File: src/rtl/multicycle_control.sv
// multicycle_control: Moore sequencer for a shared-ALU multi-cycle RV32I datapath with req/ready memory handshake
//
// Ports:
//   clk, rst_n            clock (rising edge), asynchronous active-low reset
//   instr                 latched instruction register contents
//   zero                  ALU zero flag (used by BRANCH)
//   mem_ready             memory completes the outstanding request this cycle
//   mem_req, mem_we       memory request / write qualifier
//   adr_src               memory address select (0 PC, 1 ALUOut)
//   ir_write, pc_write    instruction register / PC load enables
//   reg_write             register-file write enable
//   ImmSrc                immediate extender select, decoded from the opcode
//   alu_src_a, alu_src_b  ALU operand selects
//   alu_op                ALU operation class
//   result_src            result mux select
//   illegal               sticky trap indicator
//   state                 current state code
module multicycle_control #(
    parameter int Width = 32
) (
    input  logic             clk,
    input  logic             rst_n,
    input  logic [Width-1:0] instr,
    input  logic             zero,
    input  logic             mem_ready,
    output logic             mem_req,
    output logic             mem_we,
    output logic             adr_src,
    output logic             ir_write,
    output logic             pc_write,
    output logic             reg_write,
    output logic [2:0]       ImmSrc,
    output logic [1:0]       alu_src_a,
    output logic [1:0]       alu_src_b,
    output logic [1:0]       alu_op,
    output logic [1:0]       result_src,
    output logic             illegal,
    output logic [3:0]       state
);
    typedef enum logic [3:0] {
        FETCH    = 4'd0,
        DECODE   = 4'd1,
        MEMADR   = 4'd2,
        MEMREAD  = 4'd3,
        MEMWB    = 4'd4,
        MEMWRITE = 4'd5,
        EXECR    = 4'd6,
        EXECI    = 4'd7,
        LUI      = 4'd8,
        ALUWB    = 4'd9,
        BRANCH   = 4'd10,
        JAL      = 4'd11,
        TRAP     = 4'd12
    } state_t;

    state_t     state_q, state_d;
    logic       mem_req_q, mem_we_q, adr_src_q, reg_write_q, jal_pc_q, illegal_q;
    logic [1:0] alu_src_a_q, alu_src_b_q, alu_op_q, result_src_q;
    logic [6:0] opcode;
    logic       is_ld, is_st, is_r, is_i, is_lui, is_br, is_jal, br_ok;
    logic       unused_instr;

    assign opcode       = instr[6:0];
    assign is_ld        = opcode == 7'b0000011;
    assign is_st        = opcode == 7'b0100011;
    assign is_r         = opcode == 7'b0110011;
    assign is_i         = opcode == 7'b0010011;
    assign is_lui       = opcode == 7'b0110111;
    assign is_br        = opcode == 7'b1100011;
    assign is_jal       = opcode == 7'b1101111;
    // only beq/bne are supported; funct3[2:1] must be zero
    assign br_ok        = instr[14:13] == 2'b00;
    assign unused_instr = ^{instr[Width-1:15], instr[11:7]};

    always_comb begin
        ImmSrc = is_st  ? 3'b001 :
                 is_br  ? 3'b010 :
                 is_r   ? 3'b011 :
                 is_lui ? 3'b100 :
                 is_jal ? 3'b101 : 3'b000;
    end

    always_comb begin
        state_d = state_q;
        case (state_q)
            // mem_req_q is low only in the first cycle after reset, so ready is ignored there
            FETCH:    state_d = (mem_req_q && mem_ready) ? DECODE : FETCH;
            DECODE:   state_d = (is_ld || is_st) ? MEMADR :
                                is_r             ? EXECR  :
                                is_i             ? EXECI  :
                                is_lui           ? LUI    :
                                (is_br && br_ok) ? BRANCH :
                                is_jal           ? JAL    : TRAP;
            MEMADR:   state_d = is_ld ? MEMREAD : MEMWRITE;
            MEMREAD:  state_d = mem_ready ? MEMWB : MEMREAD;
            MEMWRITE: state_d = mem_ready ? FETCH : MEMWRITE;
            MEMWB:    state_d = FETCH;
            EXECR:    state_d = ALUWB;
            EXECI:    state_d = ALUWB;
            LUI:      state_d = ALUWB;
            JAL:      state_d = ALUWB;
            ALUWB:    state_d = FETCH;
            BRANCH:   state_d = FETCH;
            TRAP:     state_d = TRAP;
            default:  state_d = FETCH;
        endcase
    end

    // Outputs are decoded from the next state so they are registered alongside it
    always_ff @(posedge clk or negedge rst_n) begin
        if (!rst_n) begin
            state_q      <= FETCH;
            mem_req_q    <= 1'b0;
            mem_we_q     <= 1'b0;
            adr_src_q    <= 1'b0;
            reg_write_q  <= 1'b0;
            jal_pc_q     <= 1'b0;
            illegal_q    <= 1'b0;
            alu_src_a_q  <= 2'b00;
            alu_src_b_q  <= 2'b10;
            alu_op_q     <= 2'b00;
            result_src_q <= 2'b10;
        end else begin
            state_q      <= state_d;
            mem_req_q    <= 1'b0;
            mem_we_q     <= 1'b0;
            adr_src_q    <= 1'b0;
            reg_write_q  <= 1'b0;
            jal_pc_q     <= 1'b0;
            illegal_q    <= 1'b0;
            alu_src_a_q  <= 2'b00;
            alu_src_b_q  <= 2'b00;
            alu_op_q     <= 2'b00;
            result_src_q <= 2'b00;
            case (state_d)
                FETCH: begin
                    mem_req_q    <= 1'b1;
                    alu_src_b_q  <= 2'b10;
                    result_src_q <= 2'b10;
                end
                DECODE: begin
                    alu_src_a_q <= 2'b01;
                    alu_src_b_q <= 2'b01;
                end
                MEMADR: begin
                    alu_src_a_q <= 2'b10;
                    alu_src_b_q <= 2'b01;
                end
                MEMREAD: begin
                    mem_req_q <= 1'b1;
                    adr_src_q <= 1'b1;
                end
                MEMWB: begin
                    result_src_q <= 2'b01;
                    reg_write_q  <= 1'b1;
                end
                MEMWRITE: begin
                    mem_req_q <= 1'b1;
                    mem_we_q  <= 1'b1;
                    adr_src_q <= 1'b1;
                end
                EXECR: begin
                    alu_src_a_q <= 2'b10;
                    alu_op_q    <= 2'b10;
                end
                EXECI: begin
                    alu_src_a_q <= 2'b10;
                    alu_src_b_q <= 2'b01;
                    alu_op_q    <= 2'b10;
                end
                LUI: begin
                    alu_src_a_q <= 2'b11;
                    alu_src_b_q <= 2'b01;
                end
                ALUWB: reg_write_q <= 1'b1;
                BRANCH: begin
                    alu_src_a_q <= 2'b10;
                    alu_op_q    <= 2'b01;
                end
                JAL: begin
                    alu_src_a_q <= 2'b01;
                    alu_src_b_q <= 2'b10;
                    jal_pc_q    <= 1'b1;
                end
                TRAP:    illegal_q <= 1'b1;
                default: illegal_q <= 1'b0;
            endcase
        end
    end

    assign mem_req    = mem_req_q;
    assign mem_we     = mem_we_q;
    assign adr_src    = adr_src_q;
    assign reg_write  = reg_write_q;
    assign illegal    = illegal_q;
    assign alu_src_a  = alu_src_a_q;
    assign alu_src_b  = alu_src_b_q;
    assign alu_op     = alu_op_q;
    assign result_src = result_src_q;
    assign state      = state_q;
    // The fetch handshake completes in the same cycle mem_ready is seen
    assign ir_write   = (state_q == FETCH) && mem_req_q && mem_ready;
    assign pc_write   = ir_write || jal_pc_q || ((state_q == BRANCH) && (zero ^ instr[12]));
endmodule

File: config.mk
export PLATFORM = sky130hd
export DESIGN_NAME = multicycle_control
export DESIGN_NICKNAME = d
export VERILOG_FILES = /design/src/rtl/multicycle_control.sv
export SDC_FILE = /design/constraint.sdc
export NUM_CORES = 1
export LEC_CHECK = 0
export CAP_MARGIN = 15
export CORE_ASPECT_RATIO = 0.75
export CORE_MARGIN = 2
export CORE_UTILIZATION = 40
export CTS_CLUSTER_SIZE = 24
export DETAILED_ROUTE_END_ITERATION = 8
export GPL_ROUTABILITY_DRIVEN = 1
export PLACE_DENSITY = 0.87
export SETUP_SLACK_MARGIN = 0.02
export SLEW_MARGIN = 20
export SYNTH_ARGS = -nofsm -noshare
export SYNTH_HDL_FRONTEND = slang
export SYNTH_SLANG_ARGS = --single-unit
export TNS_END_PERCENT = 1
File: constraint.sdc
create_clock -name clk -period 2.8 [get_ports clk]
set_input_delay 0.28 -clock clk [delete_from_list [all_inputs] [get_ports clk]]
set_output_delay 0.28 -clock clk [all_outputs]
set_load 0.01 [all_outputs]
==> results.yml <==
clocking:
  cts_buffers: 3
  cts_hold_buf: 0
  cts_root_buf: "clkbuf_4"
  clk_latency_ns: 0.30
  cts_tree: "done"
  clock-sinks: 18
  clock_path_buffers: 2
  cts_resized: 0
  htreeDepth: 1
  post_cts_buffers: 0
  clkTransAtPathRegs_ns: 0.09
synthesis:
  ys_types: 48
  ys.flop_type: "dfrtp_1"
  synth_top_area_cell: "dfrtp_1"
  synth-async-reset-ratio_pct: 100
  yosysMostFrequentCell: "dfrtp_1"
  syn_nets: 150
  synth_commonest_cells: "dfrtp_1 (16), nand2_1 (10), nor2_1 (9)"
  synth_edf_count: 0
  netlist_instances: 114
  syn_avg_cell_area_um2: 9.44
  ys_ff_latch: 18
  ys_seq_area_share_pct: 42.1
  synth_top_area_share_pct: 37.2
  yosys_warnings: 0
  synth_area_um2: 1080
  synth_area_leaders: "dfrtp_1 (37%), dfstp_2 (4.9%), nand2_1 (3.5%)"
timing:
  period_minus_slack_ns: 2.26
  maxSlewHeadroom_pct: 47.3
  finalSetupTns_ns: 0
  rsz0062_at_grt: "no"
  min_period_over_period_pct: 80.9
  skew_ns: 0.00157
  fin_ws_ns: 0.536
  final_hold_viol_count: 0
  setup_violations: 0
  slew_violations: 0
  timing.fmax_mhz: 442
  worst_pin_slew_ns: 0.788
place:
  dp_hpwl_um: 2040
  pre_cts_ws_ns: 0.398
  gp_congestion: 0.873
  port_buffers: 35
floorplan:
  io_pins: 58
  die_width_um: 63.9
  core_um2: 2580
  die_y_um: 48.9
  rows: 16
  fp.dieArea_um2: 3130
  initial_core_util_pct: 41.7
power_and_ir_drop:
  seqPwrFrac_pct: 35.2
  switching_share_pct: 41.3
  p_leak_nw: 0.597
  ir_worst_vdd_mv: 0.447
  power_frac_clock_pct: 10.5
  p_per_area_nw_per_um2: 828
  p_sw_w: 0.000503
  combPwrFrac_pct: 54.3
  power.total_w: 0.00122
  intPower_w: 0.000715
global_route:
  grt_pass1_vias: 978
  grt_pass1_wl_um: 4520
  grt_usage_pct: 18.5
  gr-total-overflow: 0
  antenna_found_initial: 0
  grt_max_degree: 19
setup_path:
  criticalPathCategory: "reg2out"
  cp-start-kind: "flop"
  crit_required_ns: 2.52
  endpoint_kind: "output pin"
  path_max_fanout: 14
  cp.arrival_ns: 1.98
route:
  first_iter_violations: 30
  vias: 970
  first_pass_iters: 4
  drc: 0
  wl_per_cell_um: 14.2
  vias_per_cell: 5.27
  final_antenna_net_count: 0
  wl_um: 2610
cells_and_area:
  antenna_cells: 0
  nets: 186
  syn_to_final_growth_pct: 36.7
  final_util_pct: 57.0
  drive_gt1_share_pct: 14.9
min_path:
  holdCritPathClass: "in2async"
outcome:
  status: "completed"
run:
  drv_cap: 0
state kept, by name, summed over array words and instances, names as in the netlist, 2 cells and up:
| register | flops |
|---|---|
| result_src | 2 |
| alu_src_a | 2 |
| alu_src_b | 2 |
| alu_op | 2 |
| state | 4 |
routing by layer:
layer	up-vias	track usage, %	wire [um]
li1	476	-	-
met1	464	22.9	1130
met2	27	32.3	1350
met3	3	4.62	118
met4	0	4.35	15
met5	-	0	0
power by group through the flow:
stage	clock (W)	sequential, W	combinational, W
6_report	0.000128	0.000429	0.000662
5_1_grt	0.000143	0.000443	0.000722
4_1_cts	0.000133	0.000428	0.000659
3_5_place_dp	0	0.000433	0.000657
3_3_place_gp	0	0.000430	0.000633
2_1_floorplan	0	0.000433	0.000386
placed cells by master, fill, tap and decap left out, types with 2 or more instances in the layout:
cell             count
nor2b_1              4
o211ai_1             3
nor3_4               2
o21ai_0              4
a21oi_1              3
dfstp_2              2
xnor2_1              4
nand4_1              2
and3_1               3
o21a_1               2
inv_2                2
clkdlybuf4s50_1     35
nor3_1               5
o21ai_1              3
inv_1                4
nand3_1              4
nor2_1               9
clkbuf_4             3
nand2_1             10
dfrtp_1             16
critical path, stage by stage (launching register included):
cell	delay, ns
dfrtp_1	0.55
nor2_1	0.23
nand4_1	0.23
nand2_1	0.13
clkdlybuf4s50_1	0.54
metrics by stage:
stage	instance area, um2	hold slack, ns	std cells
after floorplan	1080	-0.0156	114
after global placement	1450	0.640	181
after detailed placement	1450	0.672	181
after CTS	1470	0.471	184
after global routing	1470	0.499	184
final	1470	0.433	184
worst paths after layout:
| kind | startpoint | end | slack (ns) | cells past startpoint |
|---|---|---|---|---|
| hold reg to reg | state[2]$_DFF_PN0_ | reg_write$_DFF_PN0_ | 0.67 | 1 |
| setup / recovery | state[3]$_DFF_PN0_ | pc_write | 0.54 | 4 |
| setup reg to reg | state[0]$_DFF_PN0_ | alu_src_b[0]$_DFF_PN0_ | 0.82 | 6 |
| max in group asynchronous | rst_n | jal_pc_q$_DFF_PN0_ | 1.88 | 1 |
| hold / removal | rst_n | reg_write$_DFF_PN0_ | 0.43 | 1 |
| min in group clk | state[2]$_DFF_PN0_ | reg_write$_DFF_PN0_ | 0.67 | 1 |
kinds of logic (layout without fill, tap and decap cells):
group,Yosys count,count (layout),synth area share (%)
buf+inv,12,46,5.35
compound gates,26,26,18.3
xor+xnor,5,5,4.07
simple gates,53,53,30.2
flops,18,18,42.1
layout make-up:
class                   instances  area [um2]
well taps                      36        45.0
multi-input cells              84         566
fillers                       221        1110
flip-flops and latches         18         453
clock buffers                   3        22.5
inverters                       7        27.5
repair buffers                 36         358
Power figures use the tool's default switching activity.
